## src/rtl/apb_cfg_master.sv

```systemverilog
// apb_cfg_master: APB3 requester bridging a valid/ready request/response port onto the
// core-complex APB config bus. One transfer at a time: SETUP, ACCESS (with PREADY wait
// states), then a held response until consumed.
// Optional feature: define APB_MST_TIMEOUT_EN to abort an ACCESS phase that sees PREADY low
// for TIMEOUT_CYCLES cycles; the response then carries rsp_err=1 and timeout_flag latches.
module apb_cfg_master #(
    parameter int unsigned APB_ADDR_WIDTH = 12,
    parameter int unsigned TIMEOUT_CYCLES = 255
) (
    input  logic                      PCLK,
    input  logic                      PRESETn,
    // request port
    input  logic                      req_valid,
    output logic                      req_ready,
    input  logic                      req_write,
    input  logic [APB_ADDR_WIDTH-1:0] req_addr,
    input  logic [31:0]               req_wdata,
    // response port
    output logic                      rsp_valid,
    input  logic                      rsp_ready,
    output logic [31:0]               rsp_rdata,
    output logic                      rsp_err,
    output logic                      timeout_flag,
    // APB requester
    output logic [APB_ADDR_WIDTH-1:0] PADDR,
    output logic [31:0]               PWDATA,
    output logic                      PWRITE,
    output logic                      PSEL,
    output logic                      PENABLE,
    input  logic [31:0]               PRDATA,
    input  logic                      PREADY,
    input  logic                      PSLVERR
);

    typedef enum logic [1:0] {
        StIdle,
        StSetup,
        StAccess,
        StResp
    } state_e;

    state_e                    state_q, state_d;
    logic [APB_ADDR_WIDTH-1:0] paddr_q, paddr_d;
    logic [31:0]               pwdata_q, pwdata_d;
    logic                      pwrite_q, pwrite_d;
    logic [31:0]               rsp_rdata_q, rsp_rdata_d;
    logic                      rsp_err_q, rsp_err_d;

`ifdef APB_MST_TIMEOUT_EN
    // Counter only ever needs to hold TIMEOUT_CYCLES-1; one spare value keeps the width safe.
    localparam int unsigned CntW = (TIMEOUT_CYCLES > 1) ? $clog2(TIMEOUT_CYCLES + 1) : 1;
    localparam logic [CntW-1:0] CntLast = CntW'(TIMEOUT_CYCLES - 1);

    logic [CntW-1:0] tmo_cnt_q, tmo_cnt_d;
    logic            tmo_flag_q, tmo_flag_d;
`endif

    // Next-state and datapath updates for the single-outstanding transfer sequencer.
    always_comb begin
        state_d     = state_q;
        paddr_d     = paddr_q;
        pwdata_d    = pwdata_q;
        pwrite_d    = pwrite_q;
        rsp_rdata_d = rsp_rdata_q;
        rsp_err_d   = rsp_err_q;
`ifdef APB_MST_TIMEOUT_EN
        tmo_cnt_d   = tmo_cnt_q;
        tmo_flag_d  = tmo_flag_q;
`endif

        unique case (state_q)
            StIdle: begin
                if (req_valid) begin
                    paddr_d  = req_addr;
                    pwdata_d = req_wdata;
                    pwrite_d = req_write;
                    state_d  = StSetup;
                end
            end

            StSetup: begin
                state_d = StAccess;
`ifdef APB_MST_TIMEOUT_EN
                tmo_cnt_d = '0;
`endif
            end

            StAccess: begin
                // PREADY wins over a timeout landing in the same cycle.
                if (PREADY) begin
                    rsp_rdata_d = pwrite_q ? 32'h0 : PRDATA;
                    rsp_err_d   = PSLVERR;
                    state_d     = StResp;
                end
`ifdef APB_MST_TIMEOUT_EN
                else if (tmo_cnt_q == CntLast) begin
                    rsp_rdata_d = 32'h0;
                    rsp_err_d   = 1'b1;
                    tmo_flag_d  = 1'b1;
                    state_d     = StResp;
                end else begin
                    tmo_cnt_d = tmo_cnt_q + CntW'(1);
                end
`endif
            end

            StResp: begin
                if (rsp_ready) begin
                    state_d = StIdle;
                end
            end

            default: state_d = StIdle;
        endcase
    end

    // State and datapath registers; reset drops the bus and discards any transfer in flight.
    always_ff @(posedge PCLK or negedge PRESETn) begin
        if (!PRESETn) begin
            state_q     <= StIdle;
            paddr_q     <= '0;
            pwdata_q    <= '0;
            pwrite_q    <= 1'b0;
            rsp_rdata_q <= '0;
            rsp_err_q   <= 1'b0;
        end else begin
            state_q     <= state_d;
            paddr_q     <= paddr_d;
            pwdata_q    <= pwdata_d;
            pwrite_q    <= pwrite_d;
            rsp_rdata_q <= rsp_rdata_d;
            rsp_err_q   <= rsp_err_d;
        end
    end

`ifdef APB_MST_TIMEOUT_EN
    // Wait-state counter and sticky timeout flag.
    always_ff @(posedge PCLK or negedge PRESETn) begin
        if (!PRESETn) begin
            tmo_cnt_q  <= '0;
            tmo_flag_q <= 1'b0;
        end else begin
            tmo_cnt_q  <= tmo_cnt_d;
            tmo_flag_q <= tmo_flag_d;
        end
    end

    assign timeout_flag = tmo_flag_q;
`else
    assign timeout_flag = 1'b0;
`endif

    // Handshake and bus controls decode straight from state so reset removes them at once.
    assign req_ready = (state_q == StIdle);
    assign rsp_valid = (state_q == StResp);
    assign PSEL      = (state_q == StSetup) || (state_q == StAccess);
    assign PENABLE   = (state_q == StAccess);
    assign PADDR     = paddr_q;
    assign PWDATA    = pwdata_q;
    assign PWRITE    = pwrite_q;
    assign rsp_rdata = rsp_rdata_q;
    assign rsp_err   = rsp_err_q;

    // Protocol invariants.
    a_no_req_and_rsp : assert property (@(posedge PCLK) disable iff (!PRESETn)
        !(rsp_valid && req_ready));

    a_setup_then_access : assert property (@(posedge PCLK) disable iff (!PRESETn)
        (PSEL && !PENABLE) |=> (PSEL && PENABLE));

    a_access_stable : assert property (@(posedge PCLK) disable iff (!PRESETn)
        (PSEL && PENABLE) |-> ($stable(PADDR) && $stable(PWDATA) && $stable(PWRITE)));

    a_rsp_hold : assert property (@(posedge PCLK) disable iff (!PRESETn)
        (rsp_valid && !rsp_ready) |=> (rsp_valid && $stable(rsp_rdata) && $stable(rsp_err)));

endmodule
```

## config.mk

```make
export PLATFORM = sky130hd
export DESIGN_NAME = apb_cfg_master
export DESIGN_NICKNAME = d
export VERILOG_FILES = /design/src/rtl/apb_cfg_master.sv
export SDC_FILE = /design/constraint.sdc
export NUM_CORES = 1
export LEC_CHECK = 0
export BUFFER_PORTS_ARGS = -buffer_cell sky130_fd_sc_hd__buf_2
export CORE_MARGIN = 10
export CORE_UTILIZATION = 40
export CTS_BUF_LIST = sky130_fd_sc_hd__clkbuf_8
export CTS_CLUSTER_SIZE = 10
export DETAILED_ROUTE_END_ITERATION = 10
export PLACE_DENSITY = 0.77
export SYNTH_ARGS = -nofsm -noshare
export SYNTH_HDL_FRONTEND = slang
export SYNTH_SLANG_ARGS = --single-unit
```

## constraint.sdc

```tcl
create_clock -name PCLK -period 1.65 [get_ports PCLK]
set_clock_uncertainty 0.2 [all_clocks]
set_input_delay 0.2475 -clock PCLK [delete_from_list [all_inputs] [get_ports PCLK]]
set_output_delay 0.2475 -clock PCLK [all_outputs]
set_load 0.03 [all_outputs]
```

; ---- After elaboration in Yosys (flattened, before gate mapping)
; Index checks and enable logic that the tools add are counted.
; Widths: inputs -> output; s select.
[word_totals]
ff_bits = 80
output_inout_bits = 83
[classes]
n_eq_ne = 6
mux = 5
n_reduce_logical = 5
[ops]
columns = cell, count
row1 = $mux 32, 1
row2 = $pmux 2 s4, 1
row3 = $mux 2, 3
row4 = $eq 2x2->1 const B, 2
row5 = $ne 2x1->1 const B, 2
row6 = $reduce_and 2->1, 2
row7 = $reduce_and 3->1, 1
row8 = $eq 2x1->1 const B, 1
row9 = $logic_not 2->1, 1
row10 = $ne 2x2->1 const B, 1
row11 = $logic_or 1x1->1, 1

; ---- Logic depth before layout (Yosys ltp)
[logic_depth]
word_depth = 3
mapped_depth = 7
mapped_depth_nobuf = 5

; ---- Worst setup path after synthesis
; No wires, ideal clock.
[synth_timing]
path_kind = reg-to-reg
startpoint = register state_q[0]
endpoint = register paddr_q[10], in the netlist PADDR[10]
setup_ns = 0.125
arrival_time_ns = 1.574
required_ns = 1.325
path_slack_ns = -0.249
path_stages_with_launch = 6
path_buffers = 1
period_less_slack_ns = 1.899
path_cell_list = dfrtp_1 > inv_1 > ha_1 > nand2_1 > buf_2 > mux2_2
[synth_via]
elab_chain_len = 2
[synth_rtl]
columns = item, line_no
row1 = start: declaration, 42  ; state_e state_q, state_d;
row2 = start signal: assignment, 120  ; state_q <= StIdle;
row3 = start signal: assignment, 127  ; state_q <= state_d;
row4 = $logic_not 2->1, n/a
row5 = via req_ready, 14  ; output logic req_ready,
row6 = $reduce_and 2->1 (no source line), n/a
row7 = end signal: assignment, 128  ; paddr_q <= paddr_d;
row8 = end: declaration, 43  ; logic [APB_ADDR_WIDTH-1:0] paddr_q, paddr_d;
; The timed path passes the listed nets, and every way through them passes these cells.
; A chain may end at the register's enable or synchronous reset.

; ---- Worst setup path after layout
[layout_timing]
startpoint = register state_q[1]
endpoint = register state_q[1]
[layout_via]
elab_chain_len = 3
[layout_rtl]
columns = item, line_no
row1 = $eq 2x2->1 / $logic_not 2->1 (equally long branches), 71  ; unique case (state_q)
row2 = $ne 2x1->1 (no source line) / $ne 2x2->1 (equally long branches), n/a
row3 = $reduce_and 3->1 (no source line), n/a
; Several ways; a longest one is shown, not always the timed one.

==> flow_metrics.tcl <==
set metrics [dict create \
    fin_hold_ws_ns 0.1369 \
    setup_ws_ns -0.04126 \
    grt_busiest_layer "met2" \
    fin_crit_ns 1.691 \
    critPathKind "flop to flop" \
    min-delay-start "PREADY" \
    rsz0062_at_grt "true" \
    worstHoldPathType "primary input to flop" \
    syn_to_final_growth_pct 67.71 \
    core-area_sq_um 7727 \
    use_met2_pct 30.76 \
    cp_max_fo 4 \
    viasPerCell 4.549 \
    first_pass_iters 4 \
    gr-usage-met1_pct 17.31 \
    cts_tree "done" \
    final_area_sq_um 5315 \
    dp_hpwl_mm 6.782 \
    antenna_cells 0 \
    rr_worst_depth 3 \
    start_util_pct 41.01 \
    grt_max_degree 40 \
    drt-initial-drc-count 63 \
    hold-path-cell-count 3 \
    synth_cells 252 \
    dp.cells 517 \
    numCtsBuffers 9 \
    outcome "finished with violations" \
    min_period_over_period_pct 102.5 \
    grt.total_usage_pct 17.08 \
    place_congestion 0.7899 \
    die_x_um 109.0 \
    worst_hold_path.endpoint "rsp_err" \
    report.final.slew_viol_count 0 \
    final_cells 614 \
    final_util_pct 68.78 \
    clk_pin_slew_ns 0.08 \
    r2r-end "state_q[1]" \
    grt-ovfl-total 0 \
    setup_viol 4 \
    layout_common_cells "159 x buf_2, 79 x dlygate4sd3_1, 78 x dfrtp_1" \
    clk_latency_ns 0.34 \
    peakVddDrop_mv 1.131 \
    hold_viol 0 \
    start_kind "flop" \
    fin_tns_setup_ns -0.06958 \
    yosys_register_bits 80 \
    cap_violations 0 \
    grt_pass1_wl_mm 15.97 \
    ys_warn_count 0 \
    root_buffer "clkbuf_8" \
    violations "negative setup slack" \
    wl_per_cell_um 16.60 \
    met3_usage_pct 7.788 \
    place_ws_ns -0.09410 \
    power.total_mw 10.71 \
    synth.distinct_cells 16 \
    numPortBuffers 164 \
    fp.dieH_um 109.0 \
    clock_path_buffers 2 \
    dpl-instance-area_sq_um 4222 \
    p_leak_nw 2.664 \
    ctsHtreeMaxLevel 3 \
    yosysSeqAreaShare_pct 63.17 \
    ant_nets 0 \
    drt_wl_total_mm 10.19 \
    drive_above_1_share_pct 48.83 \
    die_area_sq_um 11880 \
    fp-row-count 32 \
    grt_pass1_vias 3069 \
    timing.rr.start "state_q[1]" \
    cts_num_sinks 80 \
    r2r_slack_ns -0.04 \
    fill_cells 559 \
    synth_nets 338 \
    antenna_found_initial 0 \
    worstPathRequired_ns 1.67 \
    worstPathArrival_ns 1.71 \
    max_freq_ghz 0.5913 \
    critical_path.endpoint_type "flop" \
    power_density_nw_per_um2 2015 \
    drc_errors 0 \
    avgSynthCellArea_sq_um 12.58 \
    vias 2793 \
    nets 593 \
    ios 166 \
    syn_area_sq_um 3169 \
    final_common_cell "buf_2" \
]
-- cell usage after synthesis --
| cell type | number | area [sq um] |
|---|---|---|
| inv_1 | 5 | 18.77 |
| dfrtp_1 | 80 | 2002 |
| nor2_1 | 1 | 3.750 |
| clkbuf_1 | 7 | 26.28 |
| mux2_2 | 46 | 518.0 |
| a222oi_1 | 1 | 10.01 |
| buf_1 | 2 | 7.510 |
| mux2_1 | 1 | 11.26 |
| nand2_1 | 34 | 127.6 |
| nand2b_1 | 32 | 200.2 |
| o21ai_0 | 32 | 160.2 |
| ha_1 | 3 | 37.54 |
| mux2i_1 | 1 | 10.01 |
| conb_1 | 1 | 3.750 |
| buf_2 | 5 | 25.02 |
| buf_4 | 1 | 7.510 |
-- worst max-delay path by stage --
stage                     slack (ns)        from          to  depth (start not counted)
after floorplan                -0.10  state_q[1]  state_q[1]                          3
after global placement         -0.02  state_q[1]  state_q[1]                          4
after detailed placement       -0.09  state_q[1]  state_q[1]                          4
after CTS                      -0.05  state_q[1]  state_q[1]                          3
after global routing           -0.07  state_q[0]     PENABLE                          4
final                          -0.04  state_q[1]  state_q[1]                          3
-- critical path, stage by stage (launching register included) --
cell and delay [ns]:
dfrtp_2 0.45, ha_4 0.17, a222oi_1 0.39, mux2_1 0.36
-- layout make-up --
| cell class | count | area, sq um | area share (%) |
|---|---|---|---|
| multi-input combinational | 152 | 1120 | 21.07 |
| clock buffer | 9 | 123.9 | 2.331 |
| sequential | 80 | 2004 | 37.71 |
| tap | 102 | 127.6 | 2.401 |
| clock inverter | 7 | 111.4 | 2.095 |
| timing repair buffer | 259 | 1809 | 34.04 |
| inverter | 5 | 18.77 | 0.3531 |
-- cells by family (layout without fill, tap and decap cells) --
family	after synthesis	after routing	synth area share, %
buffers and inverters	20	280	2.685
AND/OR/NAND/NOR	67	67	10.46
flip-flops	80	80	63.17
adder cells (fa/ha/maj)	3	3	1.184
other	1	1	0.1183
multiplexers	48	48	17.02
AO/OA/AOI/OAI	33	33	5.369
-- layer usage --
layer | wire length [um] | vias to the layer above | part of all wire [%]
li1 | - | 1339 | -
met1 | 3692 | 1325 | 36
met2 | 5337 | 112 | 52
met3 | 1019 | 17 | 10
met4 | 141 | 0 | 1.4
met5 | 0 | - | 0
-- sequential cells by signal, summed over array words and instances, names as in the netlist --
| register | cells |
|---|---|
| rsp_rdata | 32 |
| PWRITE | 1 |
| rsp_err | 1 |
| state_q | 2 |
| PWDATA | 32 |
| PADDR | 12 |
-- report_power, final --
part | internal [mW] | switching, mW | leakage (nW)
registers | 2.92 | 0.521 | 0.969
logic | 2.11 | 3.48 | 1.57
clock network | 0.994 | 0.686 | 0.120
-- what timing repair did --
item | CTS | global route
gates cloned | 0 | 1
buffers inserted | 1 | 0
hold endpoints to repair | 158 | 0
setup endpoints to repair | 33 | 24
hold buffers | 79 | 0
pin swaps | 3 | 1
resized for setup | 9 | 6
(Power assumes the default switching activity.)
